===== config.mk =====
export PLATFORM = sky130hd
export DESIGN_NAME = fpgamem_ocram_arbiter
export DESIGN_NICKNAME = d
export VERILOG_FILES = /design/src/rtl/fpgamem_arb_pkg.sv /design/src/rtl/fpgamem_rr_arbiter.sv /design/src/rtl/fpgamem_ocram_arbiter.sv
export SDC_FILE = /design/constraint.sdc
export NUM_CORES = 1
export LEC_CHECK = 0
export BUFFER_PORTS_ARGS = -buffer_cell sky130_fd_sc_hd__buf_2
export CAP_MARGIN = 20
export CORE_AREA = 2 2 184 186
export DETAILED_ROUTE_END_ITERATION = 8
export DIE_AREA = 0 0 186 188
export SETUP_SLACK_MARGIN = 0.05
export SLEW_MARGIN = 20
export SYNTH_ARGS = -nofsm -noshare
export SYNTH_HDL_FRONTEND = slang
export SYNTH_SLANG_ARGS = --single-unit

===== constraint.sdc =====
create_clock -name clk -period 3.4 [get_ports clk]
set_clock_uncertainty 0.05 [all_clocks]
set_input_delay 0.17 -clock clk [delete_from_list [all_inputs] [get_ports clk]]
set_output_delay 0.17 -clock clk [all_outputs]
set_load 0.01 [all_outputs]

===== src/rtl/fpgamem_arb_pkg.sv =====
// Shared types, default sizes and burst-length helper for the on-chip RAM arbiter.
package fpgamem_arb_pkg;

    localparam int ADDR_W    = 13;
    localparam int DATA_W    = 64;
    localparam int BE_W      = DATA_W / 8;
    localparam int MAX_BURST = 16;
    localparam int BC_W      = $clog2(MAX_BURST) + 1;

    typedef enum logic [1:0] {
        IDLE     = 2'd0,
        RD_BURST = 2'd1,
        WR_BURST = 2'd2
    } arb_state_t;

    // Index of a requesting master: 0 or 1.
    typedef logic port_idx_t;

    // A burstcount of 0 means a single beat; anything above the limit is clamped.
    function automatic int unsigned norm_burst(input int unsigned bc, input int unsigned max_burst);
        int unsigned beats;
        beats = bc;
        if (bc == 0) begin
            beats = 1;
        end else if (bc > max_burst) begin
            beats = max_burst;
        end
        return beats;
    endfunction

endpackage


===== src/rtl/fpgamem_rr_arbiter.sv =====
// Two-way round-robin picker: grants one requester and reports who holds priority next.
module fpgamem_rr_arbiter
    import fpgamem_arb_pkg::*;
(
    input  logic [1:0] req,
    input  port_idx_t  prio,
    output logic [1:0] grant,
    output port_idx_t  next_prio
);

    // Pick the priority port on contention, otherwise the lone requester.
    // NOTE: every output gets a default at the top so no path can leave it unassigned and infer a latch.
    always_comb begin
        grant     = 2'b00;
        next_prio = prio;
        if (req == 2'b11) begin
            grant = (prio == 1'b0) ? 2'b01 : 2'b10;
        end else begin
            grant = req;
        end
        if (grant[0]) begin
            next_prio = 1'b1;
        end else if (grant[1]) begin
            next_prio = 1'b0;
        end
    end

endmodule


===== src/rtl/fpgamem_ocram_arbiter.sv =====
// Two-master Avalon-MM burst arbiter in front of a single-port, 1-cycle-latency on-chip RAM.
module fpgamem_ocram_arbiter #(
    parameter int ADDR_W    = fpgamem_arb_pkg::ADDR_W,
    parameter int DATA_W    = fpgamem_arb_pkg::DATA_W,
    parameter int BE_W      = fpgamem_arb_pkg::BE_W,
    parameter int MAX_BURST = fpgamem_arb_pkg::MAX_BURST,
    parameter int BC_W      = fpgamem_arb_pkg::BC_W
) (
    input  logic              clk,
    input  logic              reset,
    input  logic [ADDR_W-1:0] s0_address,
    input  logic [BC_W-1:0]   s0_burstcount,
    input  logic [BE_W-1:0]   s0_byteenable,
    input  logic              s0_read,
    input  logic              s0_write,
    input  logic [DATA_W-1:0] s0_writedata,
    output logic              s0_waitrequest,
    output logic [DATA_W-1:0] s0_readdata,
    output logic              s0_readdatavalid,
    input  logic [ADDR_W-1:0] s1_address,
    input  logic [BC_W-1:0]   s1_burstcount,
    input  logic [BE_W-1:0]   s1_byteenable,
    input  logic              s1_read,
    input  logic              s1_write,
    input  logic [DATA_W-1:0] s1_writedata,
    output logic              s1_waitrequest,
    output logic [DATA_W-1:0] s1_readdata,
    output logic              s1_readdatavalid,
    output logic [ADDR_W-1:0] mem_address,
    output logic [BE_W-1:0]   mem_byteenable,
    output logic              mem_chipselect,
    output logic              mem_write,
    output logic [DATA_W-1:0] mem_writedata,
    output logic              mem_clken,
    input  logic [DATA_W-1:0] mem_readdata
);

    import fpgamem_arb_pkg::*;

    arb_state_t        state, state_nxt;
    port_idx_t         prio, prio_nxt;
    port_idx_t         owner, owner_nxt;
    logic [ADDR_W-1:0] addr_cnt, addr_cnt_nxt;
    logic [BC_W-1:0]   beats_left, beats_left_nxt;
    logic              init_done;
    logic              rd_valid_q, rd_valid_nxt;
    port_idx_t         rd_owner_q, rd_owner_nxt;

    logic              active;
    logic [1:0]        req, grant;
    port_idx_t         rr_next_prio;

    port_idx_t         sel;
    logic              sel_write;
    logic [ADDR_W-1:0] sel_addr;
    logic [BC_W-1:0]   sel_bc, sel_beats;
    logic [BE_W-1:0]   sel_be;
    logic [DATA_W-1:0] sel_data;

    // Commands are only considered in IDLE, and not until one full cycle after reset.
    assign active = init_done & ~reset;
    assign req    = {s1_read | s1_write, s0_read | s0_write} & {2{active & (state == IDLE)}};

    fpgamem_rr_arbiter u_rr (
        .req       (req),
        .prio      (prio),
        .grant     (grant),
        .next_prio (rr_next_prio)
    );

    // In IDLE follow the fresh winner; inside a burst follow the burst owner.
    assign sel       = (state == IDLE) ? grant[1] : owner;
    assign sel_beats = BC_W'(norm_burst(32'(sel_bc), MAX_BURST));

    assign mem_clken        = 1'b1;
    assign s0_readdata      = mem_readdata;
    assign s1_readdata      = mem_readdata;
    assign s0_readdatavalid = rd_valid_q & (rd_owner_q == 1'b0) & ~reset;
    assign s1_readdatavalid = rd_valid_q & (rd_owner_q == 1'b1) & ~reset;

    // Route the selected master's command and write beat onto shared wires.
    always_comb begin
        if (sel == 1'b1) begin
            sel_write = s1_write;
            sel_addr  = s1_address;
            sel_bc    = s1_burstcount;
            sel_be    = s1_byteenable;
            sel_data  = s1_writedata;
        end else begin
            sel_write = s0_write;
            sel_addr  = s0_address;
            sel_bc    = s0_burstcount;
            sel_be    = s0_byteenable;
            sel_data  = s0_writedata;
        end
    end

    // Next-state logic plus RAM-side and waitrequest outputs.
    always_comb begin
        state_nxt      = state;
        prio_nxt       = prio;
        owner_nxt      = owner;
        addr_cnt_nxt   = addr_cnt;
        beats_left_nxt = beats_left;
        rd_valid_nxt   = 1'b0;
        rd_owner_nxt   = rd_owner_q;
        s0_waitrequest = 1'b1;
        s1_waitrequest = 1'b1;
        mem_chipselect = 1'b0;
        mem_write      = 1'b0;
        mem_address    = addr_cnt;
        mem_byteenable = '1;
        mem_writedata  = sel_data;

        unique case (state)
            IDLE: begin
                if (grant != 2'b00) begin
                    s0_waitrequest = ~grant[0];
                    s1_waitrequest = ~grant[1];
                    mem_chipselect = 1'b1;
                    mem_write      = sel_write;
                    mem_address    = sel_addr;
                    if (sel_write) begin
                        mem_byteenable = sel_be;
                    end
                    rd_valid_nxt   = ~sel_write;
                    rd_owner_nxt   = sel;
                    owner_nxt      = sel;
                    addr_cnt_nxt   = sel_addr + ADDR_W'(1);
                    beats_left_nxt = sel_beats - BC_W'(1);
                    if (sel_beats == BC_W'(1)) begin
                        prio_nxt = rr_next_prio;
                    end else if (sel_write) begin
                        state_nxt = WR_BURST;
                    end else begin
                        state_nxt = RD_BURST;
                    end
                end
            end
            RD_BURST: begin
                mem_chipselect = 1'b1;
                rd_valid_nxt   = 1'b1;
                rd_owner_nxt   = owner;
                addr_cnt_nxt   = addr_cnt + ADDR_W'(1);
                beats_left_nxt = beats_left - BC_W'(1);
                if (beats_left == BC_W'(1)) begin
                    state_nxt = IDLE;
                    prio_nxt  = ~owner;
                end
            end
            WR_BURST: begin
                s0_waitrequest = (owner != 1'b0);
                s1_waitrequest = (owner != 1'b1);
                if (sel_write) begin
                    mem_chipselect = 1'b1;
                    mem_write      = 1'b1;
                    mem_byteenable = sel_be;
                    addr_cnt_nxt   = addr_cnt + ADDR_W'(1);
                    beats_left_nxt = beats_left - BC_W'(1);
                    if (beats_left == BC_W'(1)) begin
                        state_nxt = IDLE;
                        prio_nxt  = ~owner;
                    end
                end
            end
            default: state_nxt = IDLE;
        endcase

        // While reset is high nothing is accepted or issued, whatever state is held.
        if (reset) begin
            s0_waitrequest = 1'b1;
            s1_waitrequest = 1'b1;
            mem_chipselect = 1'b0;
            mem_write      = 1'b0;
        end
    end

    // State, burst counters and the one-stage read-return pipeline.
    // NOTE: non-blocking assignments so every register here sees the values from before the edge.
    always_ff @(posedge clk) begin
        if (reset) begin
            state      <= IDLE;
            prio       <= 1'b0;
            owner      <= 1'b0;
            addr_cnt   <= '0;
            beats_left <= '0;
            init_done  <= 1'b0;
            rd_valid_q <= 1'b0;
            rd_owner_q <= 1'b0;
        end else begin
            state      <= state_nxt;
            prio       <= prio_nxt;
            owner      <= owner_nxt;
            addr_cnt   <= addr_cnt_nxt;
            beats_left <= beats_left_nxt;
            init_done  <= 1'b1;
            rd_valid_q <= rd_valid_nxt;
            rd_owner_q <= rd_owner_nxt;
        end
    end

endmodule

==> impl_results.md <==
* Top cells by area in the synthesized netlist: sky130_fd_sc_hd__buf_4 (23%), sky130_fd_sc_hd__nand2_1 (22%), sky130_fd_sc_hd__dfxtp_1 (12%)
* Slack of the worst reg-to-reg path at 240 ps
* Routed Wire Length at 16,100 um
* Placeable Area at 0.0331 sq mm
* Core Util, Final at 15.9%
* Proportion of register bits with asynchronous set or reset after synthesis at 0%
* Final count of hold timing violations at 0
* Flop and latch count out of synthesis at 25
* Count of cell types in the netlist at 62
* Status: completed
* Initial core utilization at 12.5%
* Buffer type at the clock tree root: sky130_fd_sc_hd__clkbuf_16
* H-tree depth at 1
* Leakage Power at 2.73 nW
* Number of clock buffers inserted by TritonCTS at 3
* Cell family contributing the most delay on the critical path: compound AO/OA/AOI/OAI gates
* Setup Crit Path Kind: register to register
* Endpoint, Worst Hold: s0_readdata[27]
* Hold-fix buffers, CTS at 0
* Fraction of power consumed by the clock network at between 10 and 15%
* Area taken by flip-flops and latches at 500 sq um
* Synth Cell Area at 0.00416 sq mm
* Layout fillers at 3,820
* Ratio of final minimum period to clock period at a little over 90%
* Commonest register cell after synthesis: sky130_fd_sc_hd__dfxtp_1
* R2r startpoint: state[0]$_SDFFE_PP0P_
* Remaining global-route overflow at 0
* Final-layout worst hold slack at 290 ps
* NumNets Final at 1,075
* Max transition margin at 57.8%
* Number of enable flip-flop cells after synthesis at 0
* Class of the worst hold path: primary input to primary output
* Switching power of the nets at 1.34 mW
* Number of clock sinks at 25
* Via density per instance at 3.78
* Number of setup violations in the final report at 0
* Routed wire length per instance at 12.7 um
* Total internal power at 1.36 mW
* CP Max Fanout at 8
* Insertion delay of the later-clocked pin in the worst-skew pair at 270 ps
* Total I/O pin count at 470
* Slowest CP cell: sky130_fd_sc_hd__o41a_2
* Net count after synthesis at 934
* Maximum Capacitance Violations at 0
* Vertical extent of the die at approximately 190 um
* Number of instances in the synthesized netlist at 675
* GP Congestion at 0.817
* Fraction of final layout cells sized beyond drive strength 1 at about 40%
* Flop pwr share at 18.4%
* Tightest Pin Transition at 632 ps
* TritonCTS clock tree: yes
* Sequential cell area fraction in the yosys report at 12.0%
* ANT nets after route at 0
* Multi-input gate area at 0.00252 sq mm
* Cell breakdown of the critical path: inv_1 > ha_4 > nand3b_4 > o41a_2 > mux2_4 > mux2i_2 > inv_1 > ha_1 > o311ai_1 > nor2_1 > and4_1 > a311o_1
* Number of buffers on the longest clock path at 2
* Required @ worst endpoint at between 3000 and 4000 ps
* Worst Path Arrival at 3260 ps
* Post-layout minimum cycle time at roughly 3200 ps
* Antenna violations before repair at 1
* DR vias at ~4.8k
* Count of unresolved DRC violations after routing at 0
* Sort of element at the end of the critical path: register
* Setup repair after global routing missed its margin: false
* Ant. Diodes at 0
* Worst reg2reg endpoint: addr_cnt[12]$_SDFFE_PP0P_
* Number of global-route vias before repair at 4,396
* Global-route total usage across every layer at between 8 and 9%
* Number of stages on the worst hold path at 0
* Power density of the placed cells at 511 mW/mm^2
* Clock input transition at the sequential cells of the worst setup and hold paths at approximately 70 ps
* List of most frequent post-synthesis cells: sky130_fd_sc_hd__nand2_1 (243), sky130_fd_sc_hd__buf_4 (130), sky130_fd_sc_hd__nor2_1 (38)
* Critical path startpoint: state[0]$_SDFFE_PP0P_
* Maximum VDD drop at 0.000301 V
* Largest area contributor in the synthesized netlist: sky130_fd_sc_hd__buf_4
* Signed area change from the synthesized netlist to the final layout at 26.8%
* Synth top area share at 23.5%
* Average cell area after synthesis at 6.16 sq um
* Max-slew violation count at 0
* Row count at 67
* CP Launch Type: register
* CP max stage delay at 580 ps
* Most Frequent Cell on Critical Path: sky130_fd_sc_hd__inv_1
* Placed cells at 1,259
* Number of cells in the finished layout apart from fillers at approximately 1.3k
* Switch share at 49.6%
* Detailed router's first-iteration violation count at 246
* Pre-Repair DR Iteration Count at 4
* Most frequently used cell type in the post-synthesis netlist: sky130_fd_sc_hd__nand2_1
* Buffers & Inverters on Critical Path at 2
* Number of input and output port buffers inserted at 276
* Pin count of the biggest net entering global routing at 59
* Syn. warnings at 0
* Die X at 186 um
* Worst Reg-to-Reg Cells at 12
* Highest clock frequency the design can meet at 316 MHz
* Comb power frac at 71.4%
* Setup TNS at 0 ps
* Launch instance of the worst min-delay path: mem_readdata[27]
* Area enclosed by the die boundary at ~0.035 sq mm
* Wire length of the first global-routing pass at 23,500 um
* Half-perimeter wire length after placement at approximately 13,000 um
==> sequential cells by signal, indices dropped and copies added, names as in the netlist <==
signal      count
init_done       1
rd_owner_q      1
prio            1
addr_cnt       13
rd_valid_q      1
owner           1
beats_left      5
state           2
==> cell usage in the layout (no fill, tap or decap), types with 3 or more instances in the layout <==
cell	instances
sky130_fd_sc_hd__buf_2	276
sky130_fd_sc_hd__nand2_1	243
sky130_fd_sc_hd__nor2_1	38
sky130_fd_sc_hd__dfxtp_1	25
sky130_fd_sc_hd__buf_4	24
sky130_fd_sc_hd__a21oi_1	23
sky130_fd_sc_hd__nand3_1	16
sky130_fd_sc_hd__o21ai_0	15
sky130_fd_sc_hd__nor3_1	14
sky130_fd_sc_hd__a31oi_1	12
sky130_fd_sc_hd__inv_1	11
sky130_fd_sc_hd__mux2i_1	11
sky130_fd_sc_hd__ha_1	8
sky130_fd_sc_hd__a211oi_1	7
sky130_fd_sc_hd__a21o_1	6
sky130_fd_sc_hd__mux2_2	6
sky130_fd_sc_hd__mux2i_2	4
sky130_fd_sc_hd__nand4_1	4
sky130_fd_sc_hd__nand2b_1	3
sky130_fd_sc_hd__a221o_1	3
sky130_fd_sc_hd__and3_1	3
sky130_fd_sc_hd__nor3b_1	3
sky130_fd_sc_hd__o211ai_1	3
sky130_fd_sc_hd__xnor2_1	3
sky130_fd_sc_hd__nor2b_1	3
sky130_fd_sc_hd__a31o_1	3
sky130_fd_sc_hd__clkbuf_16	3
==> power groups by stage <==
| stage | clock network [mW] | registers [mW] | logic (mW) |
|---|---|---|---|
| floorplan | 0 | 0.471 | 1.38 |
| global placement | 0 | 0.498 | 1.88 |
| detailed placement | 0 | 0.499 | 1.91 |
| CTS | 0.281 | 0.494 | 1.91 |
| global route | 0.293 | 0.511 | 2.14 |
| finish | 0.275 | 0.497 | 1.92 |
==> repair_timing <==
| item | CTS | global route |
|---|---|---|
| setup buffers | 0 | 0 |
| endpoints found under the setup margin | 0 | 8 |
| resized for setup | 0 | 4 |
==> through the flow <==
step           cell area [sq um]  worst slack, ps  total power [mW]
6_report                    5270              240              2.69
5_1_grt                     5270             63.5              2.94
4_1_cts                     5250              101              2.69
3_5_place_dp                5170              125              2.41
3_3_place_gp                5170              180              2.38
2_1_floorplan               4160              226              1.86
==> worst max-delay path by stage <==
| stage | end | slack (ps) | cells past startpoint |
|---|---|---|---|
| after detailed placement | addr_cnt[12]$_SDFFE_PP0P_ | 130 | 12 |
| after CTS | addr_cnt[12]$_SDFFE_PP0P_ | 100 | 12 |
| after floorplan | addr_cnt[12]$_SDFFE_PP0P_ | 230 | 14 |
| after global placement | addr_cnt[12]$_SDFFE_PP0P_ | 180 | 12 |
| after global routing | addr_cnt[12]$_SDFFE_PP0P_ | 60 | 12 |
| final | addr_cnt[12]$_SDFFE_PP0P_ | 240 | 12 |
==> final cells by class <==
cell class                      instances  area share [%]
Clock buffer                            4            1.50
Inverter                               12           0.855
Multi-Input combinational cell        474            47.9
Sequential cell                        25            9.50
Tap cell                              448            10.6
Timing Repair Buffer                  300            29.6
==> layer usage <==
layer  track usage [%]  wire (um)  up-vias
li1                  -          -     2390
met1              10.5       6650     2131
met2              14.6       7780      199
met3              1.69       1110       58
met4              3.48        507        2
met5                 0         13        -
==> kinds of logic after synthesis <==
group | after synthesis | synth area share [%]
AND/OR/NAND/NOR | 336 | 33.4
buffers and inverters | 176 | 27.9
AO/OA/AOI/OAI | 103 | 17.3
flip-flops | 25 | 12.0
multiplexers | 22 | 5.87
adder cells (fa/ha/maj) | 9 | 2.71
XOR/XNOR | 3 | 0.632
other | 1 | 0.0902
Note: power is estimated with default switching activity, not from simulation.
